===== src/rtl/mem_access_stage_pkg.sv =====
// Shared encodings for the memory/writeback stage: access sizes, funct3 codes, FSM states.
package mem_access_stage_pkg;

  localparam logic [1:0] SzB = 2'b00;
  localparam logic [1:0] SzH = 2'b01;
  localparam logic [1:0] SzW = 2'b10;

  // funct3[UnsBit] selects zero-extension on loads
  localparam int unsigned UnsBit = 2;

  localparam logic [2:0] F3Lb  = 3'b000;
  localparam logic [2:0] F3Lh  = 3'b001;
  localparam logic [2:0] F3Lw  = 3'b010;
  localparam logic [2:0] F3Lbu = 3'b100;
  localparam logic [2:0] F3Lhu = 3'b101;
  localparam logic [2:0] F3Sb  = 3'b000;
  localparam logic [2:0] F3Sh  = 3'b001;
  localparam logic [2:0] F3Sw  = 3'b010;

  typedef enum logic {StIdle, StBusy} state_e;

endpackage


===== src/rtl/lsu_lane_align.sv =====
// Byte-lane steering for stores and lane extraction/extension for loads.
module lsu_lane_align
  import mem_access_stage_pkg::*;
(
  input  logic [1:0]  size,
  input  logic        uns,
  input  logic [1:0]  off,
  input  logic [31:0] wd,
  input  logic [31:0] rdata,
  output logic [3:0]  be,
  output logic [31:0] wdata,
  output logic [31:0] ld_data,
  output logic        misalign
);

  logic [31:0] shifted;

  always_comb begin
    shifted  = rdata >> {off, 3'b000};
    be       = 4'b0000;
    wdata    = '0;
    ld_data  = shifted;
    misalign = 1'b0;
    case (size)
      SzB: begin
        be      = 4'b0001 << off;
        wdata   = {4{wd[7:0]}};
        ld_data = {{24{~uns & shifted[7]}}, shifted[7:0]};
      end
      SzH: begin
        be       = 4'b0011 << off;
        wdata    = {2{wd[15:0]}};
        ld_data  = {{16{~uns & shifted[15]}}, shifted[15:0]};
        misalign = off[0];
      end
      SzW: begin
        be       = 4'hF;
        wdata    = wd;
        misalign = |off;
      end
      default: misalign = 1'b1;
    endcase
  end

endmodule


===== src/rtl/mem_access_stage.sv =====
// Memory/writeback stage: single-outstanding dmem req/ack, load extension, one wb beat per retire.
module mem_access_stage
  import mem_access_stage_pkg::*;
#(
  parameter int unsigned TIMEOUT = 255
) (
  input  logic        CLK,
  input  logic        RST,
  input  logic        ex_valid,
  output logic        ex_ready,
  input  logic        ex_store,
  input  logic        ex_load,
  input  logic        ex_we_reg,
  input  logic [2:0]  ex_funct3,
  input  logic [31:0] ex_addr,
  input  logic [31:0] ex_wd_mem,
  input  logic [31:0] ex_wd_reg,
  input  logic [4:0]  ex_rd,
  output logic        dmem_req,
  output logic        dmem_we,
  output logic [31:0] dmem_addr,
  output logic [3:0]  dmem_be,
  output logic [31:0] dmem_wdata,
  input  logic        dmem_ack,
  input  logic [31:0] dmem_rdata,
  output logic        wb_valid,
  output logic        wb_we,
  output logic [4:0]  wb_rd,
  output logic [31:0] wb_wd,
  output logic        misalign,
  output logic        timeout_err
);

  localparam int unsigned CntW = (TIMEOUT > 1) ? $clog2(TIMEOUT + 1) : 1;
  localparam logic [CntW-1:0] CntLast = CntW'(TIMEOUT - 1);

  state_e          state_q;
  logic [CntW-1:0] cnt_q;
  logic            is_load_q;
  logic [1:0]      size_q;
  logic [1:0]      off_q;
  logic            uns_q;
  logic [4:0]      rd_q;

  logic        busy, accept, timed_out;
  logic [1:0]  al_size, al_off;
  logic        al_uns;
  logic [3:0]  al_be;
  logic [31:0] al_wdata, al_ld_data;
  logic        al_misalign;

  assign busy      = (state_q == StBusy);
  assign ex_ready  = (state_q == StIdle) && !RST;
  assign accept    = ex_valid && ex_ready;
  assign timed_out = (TIMEOUT != 0) && (cnt_q == CntLast);

  // In IDLE the aligner decodes the incoming beat; in BUSY it extracts load data from the latch.
  assign al_size = busy ? size_q : ex_funct3[1:0];
  assign al_uns  = busy ? uns_q  : ex_funct3[UnsBit];
  assign al_off  = busy ? off_q  : ex_addr[1:0];

  lsu_lane_align u_align (
    .size     (al_size),
    .uns      (al_uns),
    .off      (al_off),
    .wd       (ex_wd_mem),
    .rdata    (dmem_rdata),
    .be       (al_be),
    .wdata    (al_wdata),
    .ld_data  (al_ld_data),
    .misalign (al_misalign)
  );

  always_ff @(posedge CLK) begin
    if (RST) begin
      state_q     <= StIdle;
      cnt_q       <= '0;
      is_load_q   <= 1'b0;
      size_q      <= '0;
      off_q       <= '0;
      uns_q       <= 1'b0;
      rd_q        <= '0;
      dmem_req    <= 1'b0;
      dmem_we     <= 1'b0;
      dmem_addr   <= '0;
      dmem_be     <= '0;
      dmem_wdata  <= '0;
      wb_valid    <= 1'b0;
      wb_we       <= 1'b0;
      wb_rd       <= '0;
      wb_wd       <= '0;
      misalign    <= 1'b0;
      timeout_err <= 1'b0;
    end else begin
      wb_valid    <= 1'b0;
      wb_we       <= 1'b0;
      wb_rd       <= '0;
      wb_wd       <= '0;
      misalign    <= 1'b0;
      timeout_err <= 1'b0;
      case (state_q)
        StIdle: begin
          if (accept) begin
            if (!(ex_store || ex_load)) begin
              wb_valid <= 1'b1;
              wb_we    <= ex_we_reg && (ex_rd != '0);
              wb_rd    <= ex_rd;
              wb_wd    <= ex_wd_reg;
            end else if (al_misalign) begin
              wb_valid <= 1'b1;
              wb_rd    <= ex_rd;
              misalign <= 1'b1;
            end else begin
              state_q    <= StBusy;
              cnt_q      <= '0;
              is_load_q  <= !ex_store;
              size_q     <= ex_funct3[1:0];
              uns_q      <= ex_funct3[UnsBit];
              off_q      <= ex_addr[1:0];
              rd_q       <= ex_rd;
              dmem_req   <= 1'b1;
              dmem_we    <= ex_store;
              dmem_addr  <= {ex_addr[31:2], 2'b00};
              dmem_be    <= al_be;
              dmem_wdata <= al_wdata;
            end
          end
        end
        StBusy: begin
          // An ack in the timeout cycle takes priority and retires normally.
          if (dmem_ack || timed_out) begin
            state_q    <= StIdle;
            cnt_q      <= '0;
            dmem_req   <= 1'b0;
            dmem_we    <= 1'b0;
            dmem_addr  <= '0;
            dmem_be    <= '0;
            dmem_wdata <= '0;
            wb_valid   <= 1'b1;
            wb_rd      <= rd_q;
            if (dmem_ack) begin
              wb_we <= is_load_q && (rd_q != '0);
              wb_wd <= is_load_q ? al_ld_data : '0;
            end else begin
              timeout_err <= 1'b1;
            end
          end else if (TIMEOUT != 0) begin
            cnt_q <= cnt_q + CntW'(1);
          end
        end
        default: state_q <= StIdle;
      endcase
    end
  end

endmodule


===== config.mk =====
export PLATFORM = sky130hd
export DESIGN_NAME = mem_access_stage
export DESIGN_NICKNAME = d
export VERILOG_FILES = /design/src/rtl/mem_access_stage_pkg.sv /design/src/rtl/lsu_lane_align.sv /design/src/rtl/mem_access_stage.sv
export SDC_FILE = /design/constraint.sdc
export NUM_CORES = 1
export LEC_CHECK = 0
export CAP_MARGIN = 5
export CORE_MARGIN = 3
export CORE_UTILIZATION = 41
export CTS_CLUSTER_SIZE = 10
export DETAILED_ROUTE_END_ITERATION = 10
export PLACE_DENSITY = 0.92
export SLEW_MARGIN = 15
export SYNTH_ARGS = -nofsm -noshare
export SYNTH_HDL_FRONTEND = slang
export SYNTH_SLANG_ARGS = --single-unit

===== constraint.sdc =====
create_clock -name CLK -period 2.5 [get_ports CLK]
set_clock_uncertainty 0.15 [all_clocks]
set_input_delay 0.5 -clock CLK [delete_from_list [all_inputs] [get_ports CLK]]
set_output_delay 0.5 -clock CLK [all_outputs]
set_load 0.05 [all_outputs]

==> metrics.md <==
| Metric | Value |
|---|---|
| Status | complete, no violations |
| CTS resizes | 0 |
| Startpoint types | register |
| Multi-input gate area | 2670 µm² |
| Drt pass-1 iters | 6 |
| Cell variety after synth | 55 |
| Residual DRC count | 0 |
| Required time worst endpoint | 1.85 ns |
| Antenna diode count | 0 |
| Fillers | 938 |
| Die X-Extent | 121 µm |
| Place WS | -0.0908 ns |
| Root Driver | clkbuf_16 |
| Vias | 5921 |
| Synth Warn # | 0 |
| Vias in the first global route | 5779 |
| HPWL Detailed | 14600 µm |
| Final min period | 2.25 ns |
| Slowest stage delay, CP | 0.83 ns |
| Lkg Pwr | 3.39 nW |
| #FFs+latches synth | 129 |
| Chip Height | 121 µm |
| Maxcap violations | 0 |
| R2R depth | 7 |
| Ranking of synthesized cells by area | dfxtp_1 (47%), a22o_1 (7.5%), a21oi_1 (6.0%), nand2_1 (5.2%), o2bb2ai_1 (4.0%) |
| Syn_area_per_cell | 9.18 µm² |
| Nets | 1016 |
| Endpoints failing setup | 0 |
| Power Total | 0.00593 W |
| Final GP Congestion | 0.907 |
| Clock Tree Buf Depth | 2 |
| Slowest CP cell | clkdlybuf4s50_1 |
| Critical path depth in cells | 1 |
| Worst Path Buf+Inv | 1 |
| Overall routing resource usage | 0.262 |
| Clock network latency to the later pin of the worst-skew pair | 0.42 ns |
| Postcts setup bufs | 0 |
| EDFF count, synth | 0 |
| First-pass GRT wire length | 30400 µm |
| Core area | 12800 µm² |
| Max-slew violation count | 0 |
| Worst Path Max Fanout | 2 |
| CTS Hold Bufs | 0 |
| Fmax | 444 MHz |
| H-tree depth | 4 |
| Clock Pin Slew Worst Setup and Hold Paths | 0.06 ns |
| Crit path capture type | output pin |
| Largest net degree at the start of global routing | 56 |
| Period utilization | 0.901 |
| WHS Path Cells | 2 |
| IO Port Bufs | 252 |
| Setup CP Type | reg2out |
| Asr flop ratio synth | 0 |
| DP Cell Count | 1024 |
| Fin. Hold Viols | 0 |
| CP Cell Sequence | clkdlybuf4s50_1 |
| CTS tree | built |
| Biggest area consumer among synthesized cells | dfxtp_1 |
| Post-synth top flop | dfxtp_1 |
| CP delay by family, top | buffers and inverters |
| FF+latch area | 2580 µm² |
| Clock sink count | 129 |
| Top-area cell type share of the netlist area | 0.473 |
| Antenna violations before repair | 0 |
| Starting Density | 0.426 |
| Drt via density | 5.61 |
| Setup repair after global routing missed its margin | false |
| Worst vdd ir | 0.547 mV |
| Finished Cell Area | 9040 µm² |
| Io pins | 255 |
| Power per cell area | 656 nW/µm² |
| DR iter-0 viols | 641 |
| Die area | 14700 µm² |
| Row count | 41 |
| Tightest Pin Transition | 0.668 ns |
| Wirelength, routed | 19900 µm |
| CTS buffer count | 17 |
| Mapped Cells | 595 |
| Final ANT Viol Nets | 0 |
| Placed instance area | 8420 µm² |
| Arr. time, crit path | 1.60 ns |
| Share of cells above drive strength 1 | 0.115 |
| WL/cell | 18.9 µm |
| Normalized max-slew margin | 0.554 |
| Fin cells | 1056 |
| Syn-to-layout area delta | 65.5% |
| GR Overflow Total | 0 |
| Register area share after synthesis | 0.473 |
| Worst hold slack | 0.265 ns |
| Setup ws final | 0.248 ns |
| HP Class | in2reg |
| Mapped Area | 5460 µm² |
==> layer usage <==
layer | up-vias | part of all wire | global-route usage
met3 | 45 | 0.10 | 0.0783
met5 | - | 0 | 0
met2 | 331 | 0.49 | 0.440
met1 | 2774 | 0.39 | 0.314
li1 | 2771 | - | -
met4 | 0 | 0.026 | 0.0980
==> cells in the mapped netlist, types with 11 or more instances <==
cell and count:
buf_2 15, mux2i_1 15, o21ai_0 29, nor2_1 33, nand2_1 76, a21oi_1 66, o2bb2ai_1 25, dfxtp_1 129
nand3_1 11, clkbuf_1 21, a211oi_1 11, a22o_1 47, a22oi_1 25
==> final timing paths <==
path | startpoint | end | slack [ns]
worst max-delay path | dmem_wdata[21]$_SDFFE_PP0P_ | dmem_wdata[21] | 0.25
worst min-delay path | RST | cnt_q[7]$_SDFFE_PP0P_ | 0.27
worst max register to register | busy$_SDFF_PP0_ | wb_wd[19]$_SDFF_PP0_ | 0.26
worst min register to register | dmem_wdata[27]$_SDFFE_PP0P_ | dmem_wdata[27]$_SDFFE_PP0P_ | 0.32
==> cell type report <==
class	count	share of cell area
inverter	6	0.00249
timing repair buffer	301	0.324
sequential	129	0.286
multi-input combinational	416	0.295
tap	172	0.0238
clock inverter	14	0.0199
clock buffer	18	0.0486
==> stage by stage <==
stage / utilization / setup TNS [ns]
2_1_floorplan: - / 0
3_3_place_gp: 0.657 / -2.32
3_5_place_dp: 0.657 / -4.77
4_1_cts: 0.705 / 0
5_1_grt: 0.705 / 0
6_report: 0.705 / 0
==> flip-flops by register name, indices dropped and copies added, names as in the netlist <==
register,count
dmem_wdata,32
timeout_err,1
wb_we,1
uns_q,1
misalign,1
busy,1
wb_valid,1
is_load_q,1
dmem_we,1
size_q,2
off_q,2
cnt_q,8
rd_q,5
dmem_addr,30
dmem_be,4
wb_rd,5
wb_wd,32
dmem_req,1
==> kinds of logic after synthesis <==
kind of cell / count (synthesis) / share of synthesized area
AOI/OAI and AO/OA: 239 / 0.309
and+or+nand+nor: 148 / 0.119
DFF: 129 / 0.473
buffers and inverters: 51 / 0.0447
muxes: 22 / 0.0444
xor gates and xnor gates: 3 / 0.00481
adders and majority gates: 2 / 0.00458
other: 1 / 0.000686
==> layout by cell type, fill, tap and decap left out, types with 17 or more instances in the layout <==
| cell type | instances |
|---|---|
| clkbuf_16 | 17 |
| clkdlybuf4s50_1 | 250 |
| a22oi_1 | 25 |
| o21ai_0 | 29 |
| buf_4 | 46 |
| dfxtp_1 | 129 |
| a22o_1 | 46 |
| o2bb2ai_1 | 25 |
| nor2_1 | 33 |
| a21oi_1 | 66 |
| nand2_1 | 76 |
==> power by group <==
group          leakage, nW  switching (W)  internal (W)
Combinational         2.04       0.000645      0.000520
Clock                0.297       0.000970       0.00161
Sequential            1.05      0.0000477       0.00214
Total                 3.39        0.00166       0.00427
(Power assumes the default switching activity.)
